$ cat config.mk
export PLATFORM = sky130hd
export DESIGN_NAME = wb_demux16_flat
export DESIGN_NICKNAME = d
export VERILOG_FILES = /design/src/rtl/wb_demux16_if.sv /design/src/rtl/wb_demux16.sv /design/src/flat_wrapper.sv
export SDC_FILE = /design/constraint.sdc
export NUM_CORES = 1
export LEC_CHECK = 0
export BUFFER_PORTS_ARGS = -buffer_cell sky130_fd_sc_hd__buf_2
export CAP_MARGIN = 20
export CORE_AREA = 3 3 175 177
export CTS_CLUSTER_SIZE = 14
export DETAILED_ROUTE_END_ITERATION = 16
export DIE_AREA = 0 0 178 180
export GPL_ROUTABILITY_DRIVEN = 1
export PLACE_DENSITY_LB_ADDON = 0.05
export REMOVE_ABC_BUFFERS = 1
export SYNTH_ARGS = -nofsm -noshare
export SYNTH_HDL_FRONTEND = slang
export SYNTH_SLANG_ARGS = --single-unit
$ cat constraint.sdc
create_clock -name clk -period 1.9 [get_ports clk]
set_input_delay 0.285 -clock clk [delete_from_list [all_inputs] [get_ports clk]]
set_output_delay 0.285 -clock clk [all_outputs]
set_load 0.01 [all_outputs]
$ cat src/rtl/wb_demux16_if.sv
// Write-back request channel: valid/ready handshake carrying a 4-bit
// destination index and one data word.
interface wb_demux16_if #(
    parameter int WIDTH = 16
);
    logic             wb_valid;
    logic             wb_ready;
    logic [3:0]       wb_sel;
    logic [WIDTH-1:0] wb_data;

    modport master (
        output wb_valid,
        output wb_sel,
        output wb_data,
        input  wb_ready
    );

    modport slave (
        input  wb_valid,
        input  wb_sel,
        input  wb_data,
        output wb_ready
    );
endinterface

$ cat src/rtl/wb_demux16.sv
// Write-back demultiplexer: one-entry stage feeding a 16-entry register bank,
// with a per-register busy scoreboard and a one-hot write strobe.
module wb_demux16 #(
    parameter int               WIDTH     = 16,
    parameter logic [WIDTH-1:0] RESET_VAL = '0
) (
    input  logic             clk,
    input  logic             rst_n,
    wb_demux16_if.slave      wb,
    input  logic             wr_hold,
    input  logic             rsv_valid,
    input  logic [3:0]       rsv_sel,
    output logic [WIDTH-1:0] r0,
    output logic [WIDTH-1:0] r1,
    output logic [WIDTH-1:0] r2,
    output logic [WIDTH-1:0] r3,
    output logic [WIDTH-1:0] r4,
    output logic [WIDTH-1:0] r5,
    output logic [WIDTH-1:0] r6,
    output logic [WIDTH-1:0] r7,
    output logic [WIDTH-1:0] r8,
    output logic [WIDTH-1:0] r9,
    output logic [WIDTH-1:0] r10,
    output logic [WIDTH-1:0] r11,
    output logic [WIDTH-1:0] r12,
    output logic [WIDTH-1:0] r13,
    output logic [WIDTH-1:0] r14,
    output logic [WIDTH-1:0] r15,
    output logic [15:0]      busy,
    output logic [15:0]      wr_strobe
);

    logic [WIDTH-1:0] regs_q [16];
    logic [WIDTH-1:0] regs_d [16];
    logic             stage_v_q, stage_v_d;
    logic [3:0]       stage_sel_q, stage_sel_d;
    logic [WIDTH-1:0] stage_data_q, stage_data_d;
    logic [15:0]      busy_q, busy_d;
    logic [15:0]      strobe_q, strobe_d;
    logic             accept;
    logic             commit;
    logic [15:0]      set_vec;

    // The stage can take a new entry whenever it is empty or draining this edge.
    assign wb.wb_ready = rst_n & (~stage_v_q | ~wr_hold);
    assign accept      = wb.wb_valid & wb.wb_ready;
    assign commit      = stage_v_q & ~wr_hold;

    always_comb begin
        stage_v_d    = stage_v_q;
        stage_sel_d  = stage_sel_q;
        stage_data_d = stage_data_q;
        regs_d       = regs_q;
        strobe_d     = '0;
        set_vec      = '0;

        if (accept) begin
            stage_v_d    = 1'b1;
            stage_sel_d  = wb.wb_sel;
            stage_data_d = wb.wb_data;
        end else if (commit) begin
            stage_v_d = 1'b0;
        end

        if (commit) begin
            regs_d[stage_sel_q] = stage_data_q;
            strobe_d            = 16'h0001 << stage_sel_q;
        end

        if (rsv_valid) begin
            set_vec = 16'h0001 << rsv_sel;
        end
        // A reservation landing on the same edge as its commit keeps the bit set.
        busy_d = set_vec | (busy_q & ~strobe_d);
    end

    always_ff @(posedge clk or negedge rst_n) begin
        if (!rst_n) begin
            for (int i = 0; i < 16; i++) begin
                regs_q[i] <= RESET_VAL;
            end
            stage_v_q    <= 1'b0;
            stage_sel_q  <= '0;
            stage_data_q <= '0;
            busy_q       <= '0;
            strobe_q     <= '0;
        end else begin
            regs_q       <= regs_d;
            stage_v_q    <= stage_v_d;
            stage_sel_q  <= stage_sel_d;
            stage_data_q <= stage_data_d;
            busy_q       <= busy_d;
            strobe_q     <= strobe_d;
        end
    end

    assign busy      = busy_q;
    assign wr_strobe = strobe_q;
    assign r0  = regs_q[0];
    assign r1  = regs_q[1];
    assign r2  = regs_q[2];
    assign r3  = regs_q[3];
    assign r4  = regs_q[4];
    assign r5  = regs_q[5];
    assign r6  = regs_q[6];
    assign r7  = regs_q[7];
    assign r8  = regs_q[8];
    assign r9  = regs_q[9];
    assign r10 = regs_q[10];
    assign r11 = regs_q[11];
    assign r12 = regs_q[12];
    assign r13 = regs_q[13];
    assign r14 = regs_q[14];
    assign r15 = regs_q[15];

endmodule

$ cat src/flat_wrapper.sv
// flat-port wrapper written by rule: the top's interface ports become plain ports
module wb_demux16_flat 
#(
    parameter int               WIDTH     = 16,
    parameter logic [WIDTH-1:0] RESET_VAL = '0
)
  (clk, rst_n, wr_hold, rsv_valid, rsv_sel, r0, r1, r2, r3, r4, r5, r6, r7, r8, r9, r10, r11, r12, r13, r14, r15, busy, wr_strobe, wb_wb_valid, wb_wb_sel, wb_wb_data, wb_wb_ready);
  wb_demux16_if #(.WIDTH(WIDTH)) wb_i ();
  input  logic clk;
  input  logic rst_n;
  input  logic wr_hold;
  input  logic rsv_valid;
  input  logic [3:0] rsv_sel;
  output logic [WIDTH-1:0] r0;
  output logic [WIDTH-1:0] r1;
  output logic [WIDTH-1:0] r2;
  output logic [WIDTH-1:0] r3;
  output logic [WIDTH-1:0] r4;
  output logic [WIDTH-1:0] r5;
  output logic [WIDTH-1:0] r6;
  output logic [WIDTH-1:0] r7;
  output logic [WIDTH-1:0] r8;
  output logic [WIDTH-1:0] r9;
  output logic [WIDTH-1:0] r10;
  output logic [WIDTH-1:0] r11;
  output logic [WIDTH-1:0] r12;
  output logic [WIDTH-1:0] r13;
  output logic [WIDTH-1:0] r14;
  output logic [WIDTH-1:0] r15;
  output logic [15:0] busy;
  output logic [15:0] wr_strobe;
  input wire logic [$bits(wb_i.wb_valid)-1:0] wb_wb_valid;
  input wire logic [$bits(wb_i.wb_sel)-1:0] wb_wb_sel;
  input wire logic [$bits(wb_i.wb_data)-1:0] wb_wb_data;
  output wire logic [$bits(wb_i.wb_ready)-1:0] wb_wb_ready;
  assign wb_i.wb_valid = wb_wb_valid;
  assign wb_i.wb_sel = wb_wb_sel;
  assign wb_i.wb_data = wb_wb_data;
  assign wb_wb_ready = wb_i.wb_ready;
  wb_demux16 #(.WIDTH(WIDTH), .RESET_VAL(RESET_VAL)) u_core (.clk(clk), .rst_n(rst_n), .wb(wb_i), .wr_hold(wr_hold), .rsv_valid(rsv_valid), .rsv_sel(rsv_sel), .r0(r0), .r1(r1), .r2(r2), .r3(r3), .r4(r4), .r5(r5), .r6(r6), .r7(r7), .r8(r8), .r9(r9), .r10(r10), .r11(r11), .r12(r12), .r13(r13), .r14(r14), .r15(r15), .busy(busy), .wr_strobe(wr_strobe));
endmodule
==> results of run 1 <==
-- power by group --
part | leakage, nW | internal, mW | total, mW | switching, mW
logic | 3.46 | 3.55 | 6.98 | 3.43
registers | 4.01 | 9.07 | 10.6 | 1.51
clock network | 0.535 | 3.83 | 6.35 | 2.53
-- final timing paths --
kind / endpoint / startpoint / cells past startpoint
setup / recovery: u_core.r3[5] / u_core.stage_v_q / 4
hold / removal: u_core.stage_sel_q[2] / wb_wb_sel[2] / 2
setup reg to reg: u_core.r3[5] / u_core.stage_v_q / 4
hold reg to reg: u_core.busy[8] / u_core.busy[8] / 1
max in group asynchronous: u_core.r8[8] / rst_n / 4
min in group asynchronous: u_core.r10[9] / rst_n / 3
-- worst max-delay path, stage by stage, from the launching register on --
cell,delay [ns]
dfrtp_1,0.50
or4b_4,0.55
nor2_8,0.11
buf_12,0.17
mux2_2,0.34
-- area by class of cell --
| type | count | area [µm²] | share of cell area [%] |
|---|---|---|---|
| Multi-Input combinational cell | 341 | 3620 | 24.0 |
| Sequential cell | 309 | 7730 | 51.4 |
| Clock buffer | 55 | 1060 | 7.06 |
| Inverter | 12 | 45.0 | 0.299 |
| Clock inverter | 5 | 27.5 | 0.183 |
| Timing Repair Buffer | 353 | 2080 | 13.8 |
| Tap cell | 390 | 488 | 3.24 |
-- cell families (layout without fill, tap and decap cells) --
family / count (synthesis) / count (layout)
compound gates: 23 / 23
buf+inv: 50 / 425
simple gates: 42 / 42
flops: 309 / 309
mux: 276 / 276
-- cell usage after synthesis --
cell type | count | area [µm²]
nor3_1 | 3 | 15.0
nor2_8 | 1 | 20.0
a32o_1 | 4 | 40.0
nor2_1 | 1 | 3.75
nor2b_1 | 2 | 12.5
nand3_1 | 1 | 5.00
nor2_2 | 5 | 31.3
dfrtp_1 | 309 | 7730
buf_12 | 1 | 20.0
buf_2 | 5 | 25.0
nor4b_4 | 1 | 23.8
mux2_1 | 5 | 56.3
mux2_2 | 262 | 2950
nand4bb_1 | 2 | 22.5
nor3b_1 | 1 | 7.51
nand2_2 | 9 | 56.3
clkbuf_1 | 18 | 67.6
and4bb_2 | 2 | 25.0
a21boi_0 | 1 | 7.51
nand3b_1 | 2 | 15.0
nand2b_1 | 3 | 18.8
or4b_4 | 1 | 13.8
nand4b_4 | 1 | 23.8
mux2_4 | 9 | 135
nand2_1 | 7 | 26.3
inv_1 | 12 | 45.0
buf_4 | 10 | 75.1
o21ai_0 | 12 | 60.1
clkbuf_2 | 1 | 5.00
o2bb2ai_1 | 3 | 26.3
a21o_1 | 3 | 22.5
buf_6 | 3 | 33.8
-- layer usage --
| metal | wire length, µm | vias up | GRT usage [%] |
|---|---|---|---|
| met3 | 2670 | 39 | 6.51 |
| li1 | - | 3184 | - |
| met4 | 477 | 2 | 4.40 |
| met1 | 13400 | 3666 | 25.6 |
| met2 | 14400 | 229 | 30.4 |
| met5 | 13 | - | 0 |
-- timing repair --
action / in CTS / in global routing
setup endpoints to repair: 1 / 0
hold buffers: 10 / 0
gates resized for setup: 1 / 0
hold endpoints to repair: 87 / 0
==> summary.md, run 1 <==
| Metric | Value |
|---|---|
| Tightest Pin Transition | `0.685 ns` |
| Setup bufs post-CTS | `0` |
| Worst hold path class | `in -> reg` |
| Flop2flop setup slack | `0.09 ns` |
| Crit Path Max Fanout | `17` |
| Final core utilization | `51.2%` |
| Drc violations | `0` |
| Vias | `7120` |
| Final-stage net count | `1081` |
| DP Area | `0.0139 mm²` |
| Worst endpoint required time | `2.27 ns` |
| 1st-pass router iterations | `4` |
| Crit path DAT | `2.19 ns` |
| Hpwl dp | `20900 µm` |
| Std-Cell Rows | `63` |
| Post-synthesis xor/xnor area fraction | `0%` |
| Leakage | `8.00 nW` |
| Average routed wire per standard cell | `21.1 µm` |
| Via/cell ratio | `4.86` |
| Mux share of post-synthesis cell area | `27.0%` |
| Placed cells | `1395` |
| Clock tree root buffer cell | `clkbuf_16` |
| Fillers | `2637` |
| Syn avg cell area | `16.6 µm²` |
| GR Overflow Total | `0` |
| Inserted Diodes | `0` |
| Setup TNS | `0 ns` |
| Max cap viols | `0` |
| Initial antenna violation count | `1` |
| Worst vdd ir | `0.928 mV` |
| Tcrit/Tclk final | `95.4%` |
| Initial Utilization | `39.5%` |
| Core area | `0.0294 mm²` |
| Crit path launch type | `flip-flop` |
| Slew headroom | `54.4%` |
| Yosys warning count | `0` |
| Post-synthesis compound-gate area fraction | `1.35%` |
| TritonCTS clock tree | `built` |
| Layout area overhead | `29.5%` |
| Post-route cell area | `0.0151 mm²` |
| Worst-Skew Late Latency | `0.50 ns` |
| Final Hold Viols | `0` |
| Commonest non-fill, non-tap cells in the layout | `316 x buf_2, 309 x dfrtp_1, 262 x mux2_2, 37 x clkbuf_16, 15 x buf_12` |
| Post-Syn Instances | `700` |
| Iter 0 DRT Violations | `326` |
| Final slew viol count | `0` |
| Post-synthesis adder-cell area fraction | `0%` |
| Final setup violation count | `0` |
| #FFs+latches synth | `309` |
| RSZ-0062 raised after global routing | `false` |
| Largest family of logic cells by synthesized area | `multiplexers` |
| Synth Area in Simple Gates | `2.76%` |
| WHS | `0.0223 ns` |
| Gr usage total | `19.2%` |
| Power Dens Cells | `1590 mW/mm²` |
| Die Width | `178 µm` |
| Vias in the first global route | `7329` |
| Die Ht | `180 µm` |
| Clock buffer depth | `3` |
| Tmin final | `1.81 ns` |
| Sequential area share after synthesis | `66.5%` |
| Clock Skew | `0.0137 ns` |
| Overall power | `23.9 mW` |
| Status | `finished, final reports clean` |
| First-pass GRT wire length | `46900 µm` |
| Layout cells sized above 1 | `63.5%` |
| I/O Buffers | `317` |
| DP Worst Slack | `0.0981 ns` |
| CTS buffer count | `35` |
| RD Place Congestion | `0.745` |
| CTS HTree Levels | `2` |
| Post-route ant nets | `0` |
| Post-Layout Cell Count | `1465` |
| Die area | `0.0320 mm²` |
| Worst setup margin | `0.0865 ns` |
| Crit path capture type | `flip-flop` |
| Pin count of the biggest net entering global routing | `94` |
| CP Class | `reg -> reg` |
| Total Wirelength | `30900 µm` |
| Worst-path clk slew | `0.05 ns` |
| TritonCTS sink count | `309` |
| Library cells used by synthesis | `32` |
| Most common cell after layout, fill and taps aside | `buf_2` |
| Post-Syn Area | `0.0116 mm²` |
| I/O pin count | `318` |
| Max Freq | `0.551 GHz` |
Note: power is estimated with default switching activity, not from simulation.
==> run 2: changes to the inputs <==
--- a/config.mk
+++ b/config.mk
@@ -7,10 +7,10 @@
 export LEC_CHECK = 0
 export BUFFER_PORTS_ARGS = -buffer_cell sky130_fd_sc_hd__buf_2
 export CAP_MARGIN = 20
-export CORE_AREA = 3 3 175 177
+export CORE_AREA = 3 3 162 164
 export CTS_CLUSTER_SIZE = 14
 export DETAILED_ROUTE_END_ITERATION = 16
-export DIE_AREA = 0 0 178 180
+export DIE_AREA = 0 0 165 167
 export GPL_ROUTABILITY_DRIVEN = 1
 export PLACE_DENSITY_LB_ADDON = 0.05
 export REMOVE_ABC_BUFFERS = 1
==> run 2 against run 1 <==
  * Register-to-register slack worse by 0.02 ns
  * Sequential cell count unchanged
  * Utilization up 8.6 points
  * Clock-buffer cell count down 3
  * Sequential share of layout area up 0.24 points
  * Critical path type unchanged
  * Largest cell class unchanged
==> summary.md, run 2 (synthesis gave the netlist of run 1 again) <==
| Metric | Value |
|---|---|
| Max cap viols | `0 (unchanged)` |
| Final core utilization | `59.8% (+8.6 points)` |
| Clock Skew | `0.0134 ns (-0.000229 ns)` |
| CTS buffer count | `34 (-2.9%)` |
| Power Dens Cells | `1600 mW/mm² (+0.78%)` |
| Status | `finished, final reports clean` |
| First-pass GRT wire length | `45800 µm (-2.5%)` |
| Gr usage total | `21.7% (+2.5 points)` |
| Slew headroom | `32.3% (-22 points)` |
| Tcrit/Tclk final | `96.5% (+1.0 points)` |
| Most common cell after layout, fill and taps aside | `buf_2` |
| Post-route ant nets | `0 (unchanged)` |
| CTS HTree Levels | `2 (unchanged)` |
| Crit path capture type | `flip-flop` |
| Initial Utilization | `46.4% (+6.9 points)` |
| 1st-pass router iterations | `4 (unchanged)` |
| Via/cell ratio | `5.05 (+3.9%)` |
| Die Width | `165 µm (-7.3%)` |
| Drc violations | `0 (unchanged)` |
| Tmin final | `1.83 ns (+0.0191 ns)` |
| Layout cells sized above 1 | `63.4% (-0.18 points)` |
| CP Class | `reg -> reg` |
| Clock buffer depth | `3 (unchanged)` |
| Final slew viol count | `0 (unchanged)` |
| Clock tree root buffer cell | `clkbuf_16` |
| Final setup violation count | `0 (unchanged)` |
| RD Place Congestion | `0.795 (+6.7%)` |
| Inserted Diodes | `0 (unchanged)` |
| TritonCTS sink count | `309 (unchanged)` |
| Final Hold Viols | `0 (unchanged)` |
| Worst endpoint required time | `2.28 ns (about the same)` |
| Worst vdd ir | `1.02 mV (+9.6%)` |
| Crit Path Max Fanout | `17 (unchanged)` |
| Leakage | `8.01 nW (about the same)` |
| Average routed wire per standard cell | `21.2 µm (+0.30%)` |
| Max Freq | `0.546 GHz (-1.0%)` |
| Core area | `0.0250 mm² (-15%)` |
| I/O Buffers | `317 (unchanged)` |
| Tightest Pin Transition | `1.02 ns (+0.331 ns)` |
| Vias in the first global route | `7408 (+1.1%)` |
| Crit path launch type | `flip-flop` |
| Hpwl dp | `19900 µm (-4.5%)` |
| Std-Cell Rows | `58 (-7.9%)` |
| Worst-path clk slew | `0.06 ns (about the same)` |
| TritonCTS clock tree | `built` |
| Iter 0 DRT Violations | `421 (+29%)` |
| Initial antenna violation count | `0 (-1)` |
| GR Overflow Total | `0 (unchanged)` |
| Total Wirelength | `29800 µm (-3.6%)` |
| RSZ-0062 raised after global routing | `false` |
| Commonest non-fill, non-tap cells in the layout | `316 x buf_2, 309 x dfrtp_1, 262 x mux2_2, 37 x clkbuf_16, 14 x dlygate4sd3_1` |
| Crit path DAT | `2.21 ns (+0.02 ns)` |
| Setup TNS | `0 ns (unchanged)` |
| Worst hold path class | `in -> reg` |
| Pin count of the biggest net entering global routing | `189 (+100%)` |
| Die area | `0.0276 mm² (-14%)` |
| I/O pin count | `318 (unchanged)` |
| Vias | `7111 (-0.13%)` |
| Worst-Skew Late Latency | `0.50 ns (about the same)` |
| Layout area overhead | `28.9%` |
| Post-CTS resize count | `0 (-1)` |
| Die Ht | `167 µm (-7.2%)` |
| Final-stage net count | `1083 (+0.19%)` |
## run 2: cell count changes in the layout (fill, tap and decap cells not counted), sizes merged
cell         before  now
dlygate4sd3      10   14
clkbuf           55   52
clkinv            4    6
bufinv            0    1
buf             343  342
## run 2: per-layer routing
metal | share of wire, % | wire [µm] | global-route usage [%]
met1 | 42 | 12500 | 28.7
met2 | 47 | 14100 | 34.6
met3 | 8.3 | 2470 | 6.69
met4 | 2.4 | 725 | 6.31
met5 | 0 | 0 | 0
## run 2: worst paths after layout
check / start / to / slack [ns] / depth (start not counted)
worst max-delay path: u_core.stage_sel_q[2] / u_core.r3[2] / 0.07 / 4
worst min-delay path: wb_wb_sel[1] / u_core.stage_sel_q[1] / 0.02 / 2
worst max register to register: u_core.stage_sel_q[2] / u_core.r3[2] / 0.07 / 4
worst min register to register: u_core.busy[2] / u_core.busy[2] / 0.48 / 1
max in group asynchronous: rst_n / u_core.stage_data_q[3] / 0.49 / 3
min in group asynchronous: rst_n / u_core.r5[7] / 0.53 / 3
## run 2: final cells by class
cell class,count,area (µm²)
Fill cell,2052,10100
Tap cell,330,413
Timing Repair Buffer,356,2070
Clock inverter,8,67.6
Sequential cell,309,7730
Inverter,12,45.0
Clock buffer,52,1030
Multi-Input combinational cell,341,3620
## run 2: what timing repair did
action | CTS | global route
setup buffers | 0 | 1
setup endpoints to repair | 0 | 1
hold buffers | 14 | 0
hold endpoints to repair | 134 | 0
## run 2: power breakdown
group / total (mW) / switching [mW] / internal [mW]
sequential: 10.6 / 1.53 / 9.06
clock: 6.41 / 2.53 / 3.88
combinational: 6.98 / 3.42 / 3.56
## run 2: metrics by stage
step	setup slack, ns	hold slack, ns	power (mW)	instance area [µm²]	cells
2_1_floorplan	0.0610	-0.0106	14.0	11400	662
3_3_place_gp	0.112	0.457	17.6	13700	1333
3_5_place_dp	0.0736	0.459	17.8	13700	1333
4_1_cts	0.0289	0.000617	24.3	15000	1407
5_1_grt	0.0200	0.0178	25.3	15000	1408
6_report	0.0673	0.0209	24.0	15000	1408
## run 2: worst max-delay path: stages (launching register included)
cell,delay [ns]
dfrtp_1,0.46
or4b_4,0.61
nor2_8,0.11
buf_12,0.17
mux2_2,0.34
